File: config.mk
export PLATFORM = sky130hd
export DESIGN_NAME = pc_fetch_seq
export DESIGN_NICKNAME = d
export VERILOG_FILES = /design/src/rtl/pc_fetch_seq_pkg.sv /design/src/rtl/fetch_timeout_ctr.sv /design/src/rtl/pc_fetch_seq.sv
export SDC_FILE = /design/constraint.sdc
export NUM_CORES = 1
export LEC_CHECK = 0
export BUFFER_PORTS_ARGS = -buffer_cell sky130_fd_sc_hd__buf_4
export CORE_AREA = 2 2 99 101
export CTS_CLUSTER_DIAMETER = 100
export CTS_CLUSTER_SIZE = 8
export DETAILED_ROUTE_END_ITERATION = 16
export DIE_AREA = 0 0 101 103
export GPL_ROUTABILITY_DRIVEN = 0
export MAX_ROUTING_LAYER = met4
export PLACE_DENSITY = 0.95
export SLEW_MARGIN = 20
export SYNTH_ARGS = -nofsm -noshare
export SYNTH_HDL_FRONTEND = slang
export SYNTH_SLANG_ARGS = --single-unit
export TNS_END_PERCENT = 30
File: constraint.sdc
create_clock -name clk_i -period 5.5 [get_ports clk_i]
set_input_delay 0.275 -clock clk_i [delete_from_list [all_inputs] [get_ports clk_i]]
set_output_delay 0.275 -clock clk_i [all_outputs]
set_load 0.01 [all_outputs]
File: src/rtl/pc_fetch_seq_pkg.sv
// Shared types and constants for the PC fetch sequencer and its helpers.
package pc_fetch_seq_pkg;

    typedef enum logic [1:0] {
        S_IDLE,
        S_FETCH,
        S_ISSUE,
        S_HALT
    } state_e;

    typedef logic [31:0] word_addr_t;

    localparam logic [1:0] ERR_NONE     = 2'b00;
    localparam logic [1:0] ERR_MISALIGN = 2'b01;
    localparam logic [1:0] ERR_TIMEOUT  = 2'b10;

    // Wide enough for any timeout in 1..255.
    localparam int unsigned CTR_W = 8;

    function automatic logic is_word_aligned(input word_addr_t addr);
        return addr[1:0] == 2'b00;
    endfunction

endpackage

File: src/rtl/fetch_timeout_ctr.sv
// Loadable up-counter with synchronous clear and a terminal-count flag.
module fetch_timeout_ctr #(
    parameter int unsigned WIDTH      = 8,
    parameter int unsigned TERM_COUNT = 15
) (
    input  logic             clk_i,
    input  logic             rst_i,
    input  logic             clr_i,
    input  logic             load_i,
    input  logic [WIDTH-1:0] load_val_i,
    input  logic             inc_i,
    output logic [WIDTH-1:0] cnt_o,
    output logic             tc_o
);

    logic [WIDTH-1:0] cnt_q, cnt_d;

    // Clear dominates load, load dominates increment.
    always_comb begin
        cnt_d = cnt_q;
        if (clr_i) begin
            cnt_d = '0;
        end else if (load_i) begin
            cnt_d = load_val_i;
        end else if (inc_i) begin
            cnt_d = cnt_q + WIDTH'(1);
        end
    end

    always_ff @(posedge clk_i or posedge rst_i) begin
        if (rst_i) begin
            cnt_q <= '0;
        end else begin
            cnt_q <= cnt_d;
        end
    end

    assign cnt_o = cnt_q;
    assign tc_o  = (cnt_q == WIDTH'(TERM_COUNT));

endmodule

File: src/rtl/pc_fetch_seq.sv
// Front-end sequencer: owns the PC, fetches over req/ack, issues to the core, retires on done.
module pc_fetch_seq
    import pc_fetch_seq_pkg::*;
#(
    parameter logic [31:0] RESET_PC = 32'h0000_0000,
    parameter int unsigned TIMEOUT  = 16,
    parameter int unsigned CNT_W    = 32
) (
    input  logic             clk_i,
    input  logic             rst_i,
    output logic [31:0]      pc_o,
    input  logic [31:0]      npc_i,
    input  logic             core_done_i,
    output logic [31:0]      instr_o,
    output logic             instr_valid_o,
    output logic             imem_req_o,
    output logic [31:0]      imem_addr_o,
    input  logic             imem_ack_i,
    input  logic [31:0]      imem_rdata_i,
    output logic [CNT_W-1:0] retired_o,
    output logic             halted_o,
    output logic [1:0]       err_code_o
);

    state_e           state_q, state_d;
    word_addr_t       pc_q, pc_d;
    logic [31:0]      instr_q, instr_d;
    logic [CNT_W-1:0] retired_q, retired_d;
    logic [1:0]       err_q, err_d;

    logic             ctr_clr, ctr_inc, ctr_tc;
    logic [CTR_W-1:0] ctr_cnt;

    fetch_timeout_ctr #(
        .WIDTH      (CTR_W),
        .TERM_COUNT (TIMEOUT - 1)
    ) u_timeout_ctr (
        .clk_i      (clk_i),
        .rst_i      (rst_i),
        .clr_i      (ctr_clr),
        .load_i     (1'b0),
        .load_val_i ('0),
        .inc_i      (ctr_inc),
        .cnt_o      (ctr_cnt),
        .tc_o       (ctr_tc)
    );

    always_comb begin
        state_d   = state_q;
        pc_d      = pc_q;
        instr_d   = instr_q;
        retired_d = retired_q;
        err_d     = err_q;
        ctr_clr   = 1'b0;
        ctr_inc   = 1'b0;

        unique case (state_q)
            S_IDLE: begin
                state_d = S_FETCH;
            end
            S_FETCH: begin
                // An ack on the terminal cycle still wins over the timeout.
                if (imem_ack_i) begin
                    instr_d = imem_rdata_i;
                    ctr_clr = 1'b1;
                    state_d = S_ISSUE;
                end else if (ctr_tc) begin
                    err_d   = ERR_TIMEOUT;
                    ctr_clr = 1'b1;
                    state_d = S_HALT;
                end else begin
                    ctr_inc = 1'b1;
                end
            end
            S_ISSUE: begin
                if (core_done_i) begin
                    if (is_word_aligned(npc_i)) begin
                        pc_d      = npc_i;
                        retired_d = retired_q + CNT_W'(1);
                        state_d   = S_FETCH;
                    end else begin
                        err_d   = ERR_MISALIGN;
                        state_d = S_HALT;
                    end
                end
            end
            S_HALT: begin
                state_d = S_HALT;
            end
            default: begin
                state_d = S_HALT;
            end
        endcase
    end

    always_ff @(posedge clk_i or posedge rst_i) begin
        if (rst_i) begin
            state_q   <= S_IDLE;
            pc_q      <= RESET_PC;
            instr_q   <= '0;
            retired_q <= '0;
            err_q     <= ERR_NONE;
        end else begin
            state_q   <= state_d;
            pc_q      <= pc_d;
            instr_q   <= instr_d;
            retired_q <= retired_d;
            err_q     <= err_d;
        end
    end

    // Control outputs decode from the state register only, so none depend on inputs.
    assign imem_req_o    = (state_q == S_FETCH);
    assign instr_valid_o = (state_q == S_ISSUE);
    assign halted_o      = (state_q == S_HALT);
    assign imem_addr_o   = pc_q;
    assign pc_o          = pc_q;
    assign instr_o       = instr_q;
    assign retired_o     = retired_q;
    assign err_code_o    = err_q;

endmodule

======== Word-level counts from Yosys, hierarchy flattened ========
Index checks and enable logic that the tools add are counted.
operators by class
  mux-type cells .......................... 18
  reduce and logical (&&, ||, !) cells .... 8
  equal/unequal tests ..................... 9
  add/sub/neg operators ................... 2
operator list
  operator                                                                count
  32-bit by 1-bit adder with 32-bit output (second input constant)        1
  2-bit two-way mux                                                       8
  8-bit two-way mux                                                       2
  8-bit by 1-bit adder with 8-bit output (second input constant)          1
  8-bit by 4-bit equality test with 1-bit output (second input constant)  1
  2-bit one-hot mux with 4 select lines                                   1
  1-bit two-way mux                                                       6
  2-bit != test (second input constant)                                   3
  5-bit AND reduction                                                     1
  2-bit equality test (second input constant)                             2
  2-bit zero test                                                         2
  2-bit one-hot mux with 2 select lines                                   1
  2-bit AND reduction                                                     2
  2-bit nonzero test                                                      2
  3-bit by 1-bit != test with 1-bit output (second input constant)        1
  3-bit AND reduction                                                     1
  2-bit by 1-bit equality test with 1-bit output (second input constant)  1
  2-bit by 1-bit != test with 1-bit output (second input constant)        1
word-level totals
  flip-flop bits (word level) ............. 108
  word-level logic and storage cells ...... 43

======== Depth between registers and ports, before layout ========
Gate-level depths: netlist (run 1).
  word-level depth ........................ 6
  mapped depth ............................ 6
  depth with buffers taken out ............ 5

======== By module ========
From an unflattened synthesis (run 1), not the netlist that was laid out.
second synthesis, totals
  cells, all modules ...................... 386
  area, all modules ....................... 4828.4 µm²
by module, submodules not included
  module             seq. area each (µm²)  times used  cells an instance  area each (µm²)
  pc_fetch_seq       2502.4                1           335                4362.9
  fetch_timeout_ctr  200.2                 1           51                 465.4

======== Worst setup path before layout (run 1) ========
OpenSTA, ideal clock, no wires.
  path type ............................... register -> register
  start point ............................. register retired_q[11], in the netlist retired_o[11]
  end point ............................... register retired_q[31], in the netlist retired_o[31]
  stages on the path, launching flop included .. 5
  required time ........................... 5.421 ns
  setup slack ............................. 3.835 ns
  clock period less this slack ............ 1.665 ns
  arrival ................................. 1.586 ns
  buffers on the path ..................... 0
  library setup time ...................... 0.079 ns
  cell sequence ........................... dfrtp_1 nand4_2 or4_4 nor4b_2 xor2_1
on the way
  word-level cells in the longest chain between the ends .. 1
RTL lines
  what                                      line                 RTL
  start: declaration                        pc_fetch_seq.sv:28   logic [CNT_W-1:0] retired_q, retired_d;
  start signal: assignment                  pc_fetch_seq.sv:107  retired_q <= retired_d;
  32-bit by 1-bit adder with 32-bit output  pc_fetch_seq.sv:79   retired_d = retired_q + CNT_W'(1);
Every way passes these cells.
A chain may end at the register's enable or synchronous reset.

======== Final worst setup path (run 1) ========
  start point ............................. register state_q[1]
  end point ............................... register instr_q[8], in the netlist instr_o[8]
on the way
  word-level cells in the longest chain between the ends .. 2
RTL lines
  what                                            line                 RTL
  start: declaration                              pc_fetch_seq.sv:25   state_e state_q, state_d;
  start signal: assignment                        pc_fetch_seq.sv:104  state_q <= state_d;
  2-bit by 1-bit equality test with 1-bit output  pc_fetch_seq.sv:57   unique case (state_q)
  2-bit AND reduction (no source line)            --
  end signal: assignment                          pc_fetch_seq.sv:106  instr_q <= instr_d;
  end: declaration                                pc_fetch_seq.sv:27   logic [31:0] instr_q, instr_d;
Every way passes these cells.

==> metrics.txt, run 1 <==
status=finished clean; Switch Pwr=426 uW; DP Worst Slack=3240 ps; reg-to-reg setup timing slack=3420 ps; Pins Over Slew Limit=0; clk slew on worst S/H paths=110 ps; final-layout fill cell count=723; routed len/inst=15.7 microns; layout cells sized above 1=43.4%; fraction of registers with async set/reset=100%; Antenna Cells=0; PnR worst setup slack=3420 ps; Top Ports=201; Syn Area/Cell=10.9 sq um; buffers and inverters on the worst path=1; Initial Utilization=50.3%; Bufs on Longest Clock Path=2; Seq/Total Area, Yosys=56.9%; Fin Hold WS=94.3 ps; DR vias=3,759; VDD IR max=0.164 mV; CTS tree=done; CTS Buf Count=9; Slew HR=44.1%; synth unique cells=41; Remaining Overflow, GRT=0; Area Overhead vs Synth=33.5%; Post-synth EDFFs=0; crit-path max FO=32; DR iter-0 viols=122; setup tns final=0 ps; crit path launch type=flop; worst min path class=primary input to flop; Most used DFF post-synth=dfrtp_1; CP required=5740 ps; Root Driver=clkbuf_8; initial antenna violation count=0; period utilization=37.8%; synthesized net count=506; Slew @ Worst Pin=839 ps; Yosys top cell area share=56.9%; drt drc=0; Largest delay share family, worst path=simple AND/OR/NAND/NOR gates; number of I/O port buffers=200; final WL=11,400 microns; Die X=101 microns; Core Region=9460 sq um; CTS sink cnt=108; Post-Synthesis Cells=436; hpwl dp=8540 microns; clock group share of total power=30.8%; Power Dens Cells=257 nW/um^2; # setup viols final=0; worst path cell trace=nand2b_1 > inv_1 > nand2_2 > mux2_2; Pwr Total=1630 uW; Final ANT Viol Nets=0; first-pass GRT wire length=17,500 microns; Internal Power=1200 uW; skew final=16.6 ps; crit path capture type=flop; top cells by area, synth=dfrtp_1, nand2_1, mux2_2; post-synthesis register bit count=108; vias in the first global route=3,761; Avg Vias per Cell=5.19; Post-Synthesis Cell Area=4750 sq um; Max Cap Viol=0; pin count of the biggest net entering global routing=69; die area=10,400 sq um; Nets=675; Worst-Skew Late Latency=360 ps; fin crit period=2080 ps; post-placement cell area=6120 sq um; Critical Path AT=2320 ps; final hold violations=0; H-tree lvl count=3; Overall Global Routing Usage=21.8%; DIE HEIGHT=103 microns; num rows=36; Largest stage delay, worst path=580 ps; RSZ-0062 raised after global routing=no; Switching Fraction=26.2%; Combinational Power Share=14.8%; Ys Warns=0; DR pass1 iterations=4; Crit Path Class=flop to flop; Slowest cell on crit path=nand2_2; Post-CTS Resized=0; share of power burned in registers=54.4%; fmax=0.480 GHz; cell taking the most area after synthesis=dfrtp_1; Non-Filler Cell Area, Final=6340 sq um; Leakage=0.00339 uW
==> registers in the layout, indices dropped and copies added (netlist names) <==
register / cells
state_q: 2
retired_o: 32
instr_o: 32
imem_addr_o: 32
u_timeout_ctr.cnt_o: 8
err_code_o: 2
==> power groups by stage <==
stage | clock [uW] | combinational, uW | sequential [uW]
global placement | 0 | 234 | 897
finish | 502 | 241 | 888
global route | 541 | 264 | 895
CTS | 515 | 245 | 887
detailed placement | 0 | 245 | 902
floorplan | 0 | 87.3 | 917
==> metrics by stage <==
stage	std cells	utilization, %
2_1_floorplan	436	-
5_1_grt	724	67.1
3_5_place_dp	707	64.7
3_3_place_gp	707	64.7
4_1_cts	724	67.0
6_report	724	67.1
==> synth_stat cells, drive strengths merged (2+ instances only) <==
cell type and count:
clkbuf 8, xnor2 18, nand3 10, nand2 115, ha 2, nor3 10
or3 3, dfrtp 108, nor4 10, nor2 9, inv 7, and2 5
and3 6, xor2 15, mux2 32, nand4 15, buf 38, a31oi 2
o21ai 7
==> final timing paths <==
kind / start / to / cells after the start
worst max-delay path: state_q[1] / instr_o[8] / 4
worst max register to register: state_q[1] / instr_o[8] / 4
worst min-delay path: npc_i[3] / imem_addr_o[3] / 3
max in group asynchronous: rst_i / imem_addr_o[15] / 4
min in group asynchronous: rst_i / imem_addr_o[21] / 3
worst min register to register: retired_o[29] / retired_o[29] / 1
==> worst min-delay path, delay by kind of cell <==
family / cells / cell delay [ps]
buf+inv: 1 / 70
simple gates: 2 / 80
==> cells by family after synthesis <==
group | Yosys count | share of synthesized area [%]
and+or+nand+nor | 190 | 19.5
DFF | 108 | 56.9
buffers and inverters | 53 | 6.98
xor gates and xnor gates | 33 | 6.08
muxes | 33 | 7.79
AOI/OAI and AO/OA | 17 | 2.32
adders and majority gates | 2 | 0.526
==> layout by cell type, fill, tap and decap left out, types with 2 or more instances in the layout <==
cell / synthesis / layout
nand4_1: 14 / 14
nand3_1: 10 / 10
or3_1: 2 / 2
buf_4: 32 / 203
nor2_1: 9 / 8
and3_1: 6 / 6
nand2_1: 115 / 114
nor3_1: 10 / 10
inv_1: 7 / 6
nor4_1: 3 / 3
nor4_2: 7 / 6
xnor2_1: 18 / 18
mux2_2: 32 / 32
dfrtp_1: 108 / 108
clkbuf_8: 0 / 9
and2_1: 5 / 5
o21ai_0: 7 / 7
inv_6: 0 / 3
ha_1: 2 / 2
xor2_1: 15 / 15
a31oi_1: 2 / 2
==> area by class of cell <==
class / count / area, sq um / area share (%)
well taps: 114 / 143 / 2.25
inverters: 7 / 28.8 / 0.454
clock buffers: 9 / 124 / 1.95
clock inverters: 7 / 80.1 / 1.26
multi-input cells: 275 / 1730 / 27.3
flip-flops and latches: 108 / 2700 / 42.6
repair buffers: 204 / 1530 / 24.2
==> layer usage <==
| layer | part of all wire (%) | track usage, % | wire (microns) |
|---|---|---|---|
| met1 | 40 | 26.1 | 4540 |
| met2 | 53 | 38.1 | 5960 |
| met3 | 6.1 | 3.80 | 691 |
| met4 | 1.4 | 6.65 | 161 |
| met5 | 0 | - | 0 |
==> timing repair <==
item	4_1_cts	5_1_grt
setup buffers	0	0
endpoints found under the hold margin	40	0
hold buffers	1	0
Power figures use the tool's default switching activity.
==> inputs of run 2 (changes only) <==
CORE_AREA = 2 2 109 111   (was 2 2 99 101)
DIE_AREA = 0 0 111 113   (was 0 0 101 103)
PLACE_DENSITY = 0.85   (was 0.95)
clock period = 1.9 ns   (was 5.5 ns; I/O delays follow)
==> metrics.txt, run 2 (synthesized netlist as in run 1, its figures left out) <==
clock group share of total power=34.4% (+3.6 points); reg-to-reg setup timing slack=110 ps (-3300 ps); die area=12,500 sq um (+21%); worst min path class=primary input to flop; DIE HEIGHT=113 microns (+9.7%); Hold Path Origin=core_done_i; fmax=0.560 GHz (+17%); Final ANT Viol Nets=0 (unchanged); clk slew on worst S/H paths=70 ps (-40 ps); initial antenna violation count=0 (unchanged); Slowest cell on crit path=or4_4; Root Driver=clkbuf_16; CTS sink cnt=108 (unchanged); Worst Hold Endpoint=state_q[0]; Die X=111 microns (+9.9%); first-pass GRT wire length=20,700 microns (+18%); RSZ-0062 raised after global routing=no; buffers and inverters on the worst path=0 (-1); crit-path max FO=5 (-84%); Largest delay share family, worst path=simple AND/OR/NAND/NOR gates; routed len/inst=15.4 microns (-1.6%); Internal Power=3950 uW (+230%); hpwl dp=8430 microns (-1.2%); number of I/O port buffers=200 (unchanged); DR iter-0 viols=235 (+93%); Post-CTS Resized=0 (unchanged); CP required=2170 ps (-3570 ps); drt drc=0 (unchanged); Overall Global Routing Usage=21.3% (-0.50 points); commonest non-fill, non-tap cell in the layout=buf_4; Switching Fraction=23.6% (-2.5 points); Switch Pwr=1220 uW (+190%); H-tree lvl count=3 (unchanged); vias in the first global route=4,208 (+12%); Post-CTS Setup Inserts=0 (unchanged); Worst-Skew Late Latency=350 ps (about the same); CTS tree=done; Core Region=11,300 sq um (+19%); pin count of the biggest net entering global routing=47 (-32%); num rows=39 (+8.3%); setup tns final=0 ps (unchanged); Power Dens Cells=718 nW/um^2 (+180%); non-filler instance count after layout=826 (+14%); Avg Vias per Cell=4.88 (-6.0%); final WL=12,700 microns (+12%); DR vias=4,030 (+7.2%); fin crit period=1790 ps (-296 ps); Hold Buf Count CTS=64 (+63); crit path launch type=flop; period utilization=94.0% (+56 points); Remaining Overflow, GRT=0 (unchanged); # setup viols final=0 (unchanged); Area Overhead vs Synth=51.3%; worst r2r dst=retired_o[27]; Critical Path AT=2060 ps (-260 ps); Antenna Cells=0 (unchanged); CTS Buf Count=9 (unchanged); Top Ports=201 (unchanged); skew final=7.31 ps (-9.27 ps); Max Cap Viol=0 (unchanged); final hold violations=0 (unchanged); Slew HR=72.6% (+28 points); Initial Utilization=42.2% (-8.1 points); Leakage=0.00373 uW (+10%); VDD IR max=0.606 mV (+270%); commonest cells after routing, fill and taps aside=buf_4, nand2_1, dfrtp_1; Pins Over Slew Limit=0 (unchanged); Largest stage delay, worst path=620 ps (+40 ps); layout cells sized above 1=39.7% (-3.8 points); Bufs on Longest Clock Path=2 (unchanged); RR Startpoint=retired_o[13]; DR pass1 iterations=4 (unchanged); Fin Hold WS=40.0 ps (-54.3 ps); Slew @ Worst Pin=408 ps (-431 ps); Combinational Power Share=15.9% (+1.1 points); status=finished clean; Nets=748 (+11%); R2R depth=4 (unchanged); share of power burned in registers=49.7% (-4.7 points); Crit Path Class=flop to flop; placed cell count=746 (+5.5%); Hold Crit Depth=3 (unchanged); worst path cell trace=nand4_2 > or4_4 > nor4_2 > xor2_1; crit path capture type=flop
-- run 2: layout make-up --
class | instances | area [sq um]
fill | 840 | 4080
sequential | 108 | 2700
timing repair buffer | 277 | 2280
multi-input combinational | 275 | 1720
clock buffer | 15 | 278
tap | 143 | 179
inverter | 7 | 30.0
clock inverter | 1 | 5.00
-- run 2: worst reg2reg max path, cell delays in order, from the launching register on --
cell,delay (ps)
dfrtp_1,430
nand4_2,210
or4_4,620
nor4_2,280
xor2_1,170
-- run 2: through the flow --
step	worst slack [ps]	area, sq um	total power, uW	utilization (%)
5_1_grt	29.4	7190	5430	63.8
4_1_cts	117	7190	5230	63.8
3_3_place_gp	229	6270	3290	55.6
2_1_floorplan	235	4760	2910	-
3_5_place_dp	139	6270	3320	55.6
6_report	114	7190	5170	63.8
-- run 2: metal layers --
layer / track usage (%) / part of all wire [%] / vias to the layer above / wire (microns)
li1: - / - / 1910 / -
met1: 24.4 / 41 / 1931 / 5210
met2: 36.4 / 51 / 167 / 6490
met3: 5.25 / 5.8 / 22 / 736
met4: 8.50 / 2.4 / 0 / 312
met5: - / 0 / - / 0
-- run 2: power by group through the flow --
stage	combinational, uW	sequential [uW]	clock [uW]
floorplan	253	2650	0
global placement	697	2590	0
detailed placement	714	2600	0
CTS	820	2560	1840
global route	888	2590	1960
finish	820	2570	1780
-- run 2: worst max-delay path by stage --
stage	startpoint	endpoint	slack [ps]	cells after the start
after floorplan	retired_o[11]	retired_o[31]	240	4
after global placement	retired_o[11]	retired_o[31]	230	4
after detailed placement	retired_o[13]	retired_o[27]	140	4
after CTS	retired_o[13]	retired_o[27]	120	4
after global routing	retired_o[11]	retired_o[27]	30	4
final	retired_o[13]	retired_o[27]	110	4
